===== config.mk =====
export PLATFORM = sky130hd
export DESIGN_NAME = mp_add_seq
export DESIGN_NICKNAME = d
export VERILOG_FILES = /design/src/rtl/mp_add_seq.sv
export SDC_FILE = /design/constraint.sdc
export NUM_CORES = 1
export LEC_CHECK = 0
export CELL_PAD_IN_SITES_DETAIL_PLACEMENT = 2
export CELL_PAD_IN_SITES_GLOBAL_PLACEMENT = 2
export CORE_UTILIZATION = 27
export CTS_BUF_LIST = sky130_fd_sc_hd__clkbuf_2 sky130_fd_sc_hd__clkbuf_4 sky130_fd_sc_hd__clkbuf_8
export CTS_CLUSTER_SIZE = 8
export DETAILED_ROUTE_END_ITERATION = 16
export PLACE_DENSITY = 0.89
export RECOVER_POWER = 50
export SKIP_LAST_GASP = 1
export SYNTH_ARGS = -nofsm -noshare
export SYNTH_HDL_FRONTEND = slang
export SYNTH_SLANG_ARGS = --single-unit

===== constraint.sdc =====
create_clock -name clk -period 2.98 [get_ports clk]
set_input_delay 0.596 -clock clk [delete_from_list [all_inputs] [get_ports clk]]
set_output_delay 0.596 -clock clk [all_outputs]
set_load 0.02 [all_outputs]

===== src/rtl/mp_add_seq.sv =====
// mp_add_seq: streams multi-word operands (LS word first) through one fa_nbit
// adder, chaining each word's carry-out into the next word. Sum words leave on
// a single-stage registered valid/ready stream; the final word carries
// out_last and the operand's overall carry-out on out_co.
//
// FSM states
//   state    | meaning
//   ---------+-------------------------------------------------------------
//   ST_FIRST | next accepted word is word 0; adder carry-in comes from in_ci
//   ST_CHAIN | mid-operand; adder carry-in comes from carry_q of prior word

module fa_nbit #(
    parameter int WIDTH = 12
) (
    input  logic [WIDTH-1:0] a,
    input  logic [WIDTH-1:0] b,
    input  logic             ci,
    output logic [WIDTH-1:0] s,
    output logic             co
);

    logic [WIDTH:0] sum;

    assign sum = {1'b0, a} + {1'b0, b} + {{WIDTH{1'b0}}, ci};
    assign s   = sum[WIDTH-1:0];
    assign co  = sum[WIDTH];

endmodule

module mp_add_seq #(
    parameter int WIDTH = 12,
    parameter int WORDS = 4
) (
    input  logic             clk,
    input  logic             rst_n,
    input  logic             in_valid,
    output logic             in_ready,
    input  logic [WIDTH-1:0] in_a,
    input  logic [WIDTH-1:0] in_b,
    input  logic             in_ci,
    input  logic             flush,
    output logic             out_valid,
    input  logic             out_ready,
    output logic [WIDTH-1:0] out_s,
    output logic             out_last,
    output logic             out_co
);

    localparam int CNT_W = (WORDS > 1) ? $clog2(WORDS) : 1;
    localparam logic [CNT_W-1:0] LAST_CNT = CNT_W'(WORDS - 1);

    typedef enum logic {
        ST_FIRST = 1'b0,
        ST_CHAIN = 1'b1
    } state_t;

    state_t           state_q;
    state_t           state_d;
    logic [CNT_W-1:0] word_cnt;
    logic [CNT_W-1:0] cnt_d;
    logic             carry_q;
    logic             carry_d;

    logic             add_ci;
    logic [WIDTH-1:0] add_s;
    logic             add_co;
    logic             accept;
    logic             is_last;

    // Output register is the only pipeline stage, so a drain frees it for an
    // accept in the same cycle. This is the sole combinational in->out path.
    assign in_ready = !out_valid || out_ready;
    assign accept   = in_valid && in_ready;
    assign is_last  = (word_cnt == LAST_CNT);

    fa_nbit #(
        .WIDTH(WIDTH)
    ) u_fa (
        .a  (in_a),
        .b  (in_b),
        .ci (add_ci),
        .s  (add_s),
        .co (add_co)
    );

    // Sequencer state register: operand phase, word index and chained carry.
    always_ff @(posedge clk or negedge rst_n) begin
        if (!rst_n) begin
            state_q  <= ST_FIRST;
            word_cnt <= '0;
            carry_q  <= 1'b0;
        end else begin
            state_q  <= state_d;
            word_cnt <= cnt_d;
            carry_q  <= carry_d;
        end
    end

    // Next-state logic and adder carry-in select; flush outranks an accept.
    always_comb begin
        state_d = state_q;
        cnt_d   = word_cnt;
        carry_d = carry_q;
        add_ci  = in_ci;

        case (state_q)
            ST_FIRST: add_ci = in_ci;
            ST_CHAIN: add_ci = carry_q;
            default:  add_ci = in_ci;
        endcase

        if (flush) begin
            state_d = ST_FIRST;
            cnt_d   = '0;
            carry_d = 1'b0;
        end else if (accept) begin
            if (is_last) begin
                // Operand complete: leftover carry must not leak into the
                // next operand, which takes its carry from in_ci instead.
                state_d = ST_FIRST;
                cnt_d   = '0;
                carry_d = 1'b0;
            end else begin
                state_d = ST_CHAIN;
                cnt_d   = word_cnt + CNT_W'(1);
                carry_d = add_co;
            end
        end
    end

    // Output stage: load on accept, drop valid on drain, clear on flush.
    always_ff @(posedge clk or negedge rst_n) begin
        if (!rst_n) begin
            out_valid <= 1'b0;
            out_s     <= '0;
            out_last  <= 1'b0;
            out_co    <= 1'b0;
        end else if (flush) begin
            out_valid <= 1'b0;
            out_last  <= 1'b0;
            out_co    <= 1'b0;
        end else if (accept) begin
            out_valid <= 1'b1;
            out_s     <= add_s;
            out_last  <= is_last;
            out_co    <= is_last && add_co;
        end else if (out_ready) begin
            out_valid <= 1'b0;
        end
    end

endmodule


# Yosys cells after proc, flatten, opt, wreduce, memory -nomap -nowiden
# Index checks and enable logic that the tools add are counted.
# word_totals
reg_bits	19
in_bits	30
out_inout_bits	16
# op_classes
addsub	3
n_eq_ne	1
n_mux	17
bitwise	2
n_reduce_logical	7
# op_table
op	n
$add 12x12->13	1
$add 13x1->13	1
$mux 1	13
$mux 2	3
$reduce_bool 3->1	1
$add 2x1->2 const B	1
$eq 2x2->1 const B	1
$logic_and 1x1->1	2
$not 1->1	2
$pmux 1 s2	1
$reduce_and 2->1	1
$reduce_bool 2->1	1
$logic_not 1->1	1
$logic_or 1x1->1	1

# Logic depth before layout (Yosys ltp)
# depth
ltp_word	6
mapped_depth	9
mapped_depth_nobuf	9

# Modules after synthesis
# From an unflattened synthesis, not the netlist that was laid out.
# hier_totals
cells_unflattened	145
hier_area_um2	1471.4
# by_module_without_submodules
mod	instances	cells_each	area_each_um2	seq_area_each_um2
mp_add_seq	1	62	824.5	475.5
fa_nbit	1	83	646.9	0.0

# Least setup slack after synthesis
# OpenSTA, ideal clock, no wires.
# synth_path
path_kind	input to register
startpoint	input in_ci
endpoint	register out_s[8]
setup_time_ns	0.126
arrival_time_ns	2.120
required_time_ns	2.854
path_slack_ns	0.734
cell_stages	9
n_path_buf	0
cell_sequence	mux2i_1 -> fa_1 -> inv_1 -> fa_1 -> a21oi_1 -> o211ai_2 -> a21boi_0 -> xor2_1 -> o21ai_0
# synth_between
elab_chain_cells	2
# synth_rtl
element	line_no	source
from (decl)	40	input logic in_ci,
$pmux 1 s2	106	case (state_q)
$add 13x1->13	24	assign sum = {1'b0, a} + {1'b0, b} + {{WIDTH{1'b0}}, ci};
to (signal assigned)	144	out_s <= add_s;
to (decl)	44	output logic [WIDTH-1:0] out_s,
# Every way passes these cells.
# A chain may end at the register's enable or synchronous reset.

# Worst setup path after layout
# Ends and elaborated chain as after synthesis.

==> run metrics <==
status=completed; final setup vio count=0; Final Non-Filler Cells=239; syn avg cell area=9.38 µm²; total net switching power=322 µW; Slew Viols, Final=0; synth top area cells=dfrtp_1, ha_1, nand2_1, a21oi_1, o21ai_0; final period utilization=94.0%; final core occ=41.3%; Max clock buf depth=2; Post-Place Cells=235; sequential power share=37.0%; slew of the pin with the lowest slew margin=0.886 ns; count of state elements after synthesis=19; die footprint=0.00511 mm²; peak supply drop=0.000183 V; Die X=71.5 µm; 1st-iter DRT viols=55; Critical Path Max Stage Delay=0.40 ns; clock skew=0.00419 ns; Syn Nets=183; CTS tree=done; Comb power frac=41.6%; Die H=71.5 µm; HP Start=out_last$_DFFE_PN0P_; RSZ-0062 raised after global routing=false; Worst path slowest cell=clkdlybuf4s50_1; Critical Path AT=2.94 ns; floorplan core area=0.00450 mm²; root buf cell=clkbuf_8; sequential area share after synthesis=36.5%; count leader, synth=nand2_1; Hold Path End=out_last$_DFFE_PN0P_; share of Yosys cell area claimed by the top area cell type=36.5%; PortBufs=45; commonest cells in the netlist=nand2_1, dfrtp_1, a21oi_1, ha_1, o21ai_0; Slew headroom=40.7%; Synth cell types=38; data required time of the critical path=3.12 ns; GRT Total Usage=17.7%; clock sink count=19; antenna violations before repair=0; Setup crit start kind=primary input; Yosys warning count=0; flop-to-flop setup slack=0.47 ns; Via density=5.27; Clock Latency Late Sink=0.27 ns; cell area after layout=0.00186 mm²; clock slew at reported path FFs=0.08 ns; CP endpoint kind=flop; Sw Ratio=36.0%; Leak Pwr=0.000834 µW; Async SR Flop Fraction=100%; Post-synth EDFFs=0; Num CTS Buffers=3; # IOs=46; crit-path max FO=3; crit-path cells=clkdlybuf4s50_1, mux2i_1, fa_1, inv_1, fa_1, a21oi_1, o211ai_2, a21boi_0, xor2_1, o21ai_0; DRT Wirelength=4.13 mm; FF-to-FF path depth=9; Resize count post-CTS=0; Layout Nets=232; synthesized area=0.00130 mm²; setup TNS=0 ns; first-pass GRT wire length=6.92 mm; Rows=24; drc violations=0; PD cells=481 mW/mm²; HP Class=flop to flop; GP Congestion=0.793; dpl ws=-0.0731 ns; initial core utilization=28.9%; R2R Path Start=state_q$_DFFE_PN0P_; DR vias=1260; final worst slack=0.179 ns; DR pass1 iterations=4; critical setup path kind=primary input to flop; # hold bufs at CTS=0; pin count of the biggest net entering global routing=20; Ant. Diodes=0; Clock H-tree levels=1; vias in the first global route=1369; clock share of power=21.4%; largest area contributor in the netlist=dfrtp_1; min Tclk post-route=2.80 ns; share of cells above drive strength 1=6.42%; final hold vios=0; Crit path top cell by count=fa_1; dpl cell area=0.00181 mm²; P_int=572 µW; post-route ant nets=0; max cap viols=0; R2R Path End=out_s[8]$_DFFE_PN0P_; dominant synthesized flop cell=dfrtp_1; placed wire-length estimate=3.25 mm; grt ovf=0; FMAX=0.357 GHz; Worst Hold Depth=2; Avg WL per Cell=17.3 µm; area delta synth->final=42.7%; setup repair bufs after CTS=0; Synth Instances=139
logic make-up (layout without fill, tap and decap cells):
group           Yosys count  after routing  share of synthesized area [%]
xor+xnor                  7              7                           4.70
compound gates           42             42                           21.9
fa+ha+maj                14             14                           14.6
flops                    19             19                           36.5
buf+inv                  11             59                           3.84
mux                       3              3                           2.50
simple gates             43             43                           16.0
metal layers:
metal  global-route usage [%]  vias to the layer above  wire (µm)
met2                     33.0                       40       2250
met3                     1.97                        3        136
li1                         -                      597          -
met4                     8.50                        0         24
met5                        0                        -          0
met1                     20.1                      620       1720
per-stage QoR:
step,power [µW],hold WS [ns]
after CTS,914,0.493
after floorplan,530,0.300
after global routing,949,0.507
final,895,0.479
after detailed placement,716,0.474
after global placement,691,0.460
worst max-delay path, delay by kind of cell:
kind | cells | cell delay (ns)
buffers and inverters | 2 | 0.46
AO/OA/AOI/OAI | 4 | 0.92
XOR/XNOR | 1 | 0.18
adder cells (fa/ha/maj) | 2 | 0.62
multiplexers | 1 | 0.16
power groups by stage:
stage	clock network [µW]	logic [µW]	registers (µW)
5_1_grt	207	405	337
4_1_cts	199	383	332
6_report	192	372	331
2_1_floorplan	0	148	382
3_5_place_dp	0	379	337
3_3_place_gp	0	357	334
worst max-delay path by stage:
stage,cells after the start,slack [ns],startpoint,end
after floorplan,9,0.73,in_ci,out_s[8]$_DFFE_PN0P_
after global placement,10,0.22,in_ci,out_s[8]$_DFFE_PN0P_
after detailed placement,10,-0.07,in_ci,out_s[8]$_DFFE_PN0P_
after CTS,10,0.17,in_ci,out_s[8]$_DFFE_PN0P_
after global routing,10,0.03,in_ci,out_s[8]$_DFFE_PN0P_
final,10,0.18,in_ci,out_s[8]$_DFFE_PN0P_
layout make-up:
type | instances | area (µm²)
fill | 489 | 2640
sequential | 19 | 475
inverter | 8 | 30.0
tap | 52 | 65.1
clock inverter | 1 | 5.00
timing repair buffer | 47 | 465
multi-input combinational | 109 | 778
clock buffer | 3 | 41.3
registers in the layout, indices dropped and copies added, names as in the netlist:
signal / flops
state_q: 1
out_valid: 1
out_last: 1
word_cnt: 2
out_s: 12
carry_q: 1
out_co: 1
cell usage in the layout, fill, tap and decap left out, drive strengths merged, types with 2 or more instances in the layout:
| master | n |
|---|---|
| clkdlybuf4s50 | 36 |
| nand3 | 2 |
| nand4 | 4 |
| o21ai | 11 |
| a21oi | 12 |
| o211ai | 3 |
| mux2 | 2 |
| o31ai | 2 |
| nand2 | 23 |
| dlygate4sd3 | 9 |
| xnor2 | 3 |
| nor2 | 5 |
| xor2 | 4 |
| dfrtp | 19 |
| fa | 2 |
| clkbuf | 3 |
| nand3b | 2 |
| o21a | 2 |
| inv | 8 |
| o31a | 2 |
| buf | 2 |
| nand2b | 2 |
| ha | 12 |
Note: power is estimated with default switching activity, not from simulation.
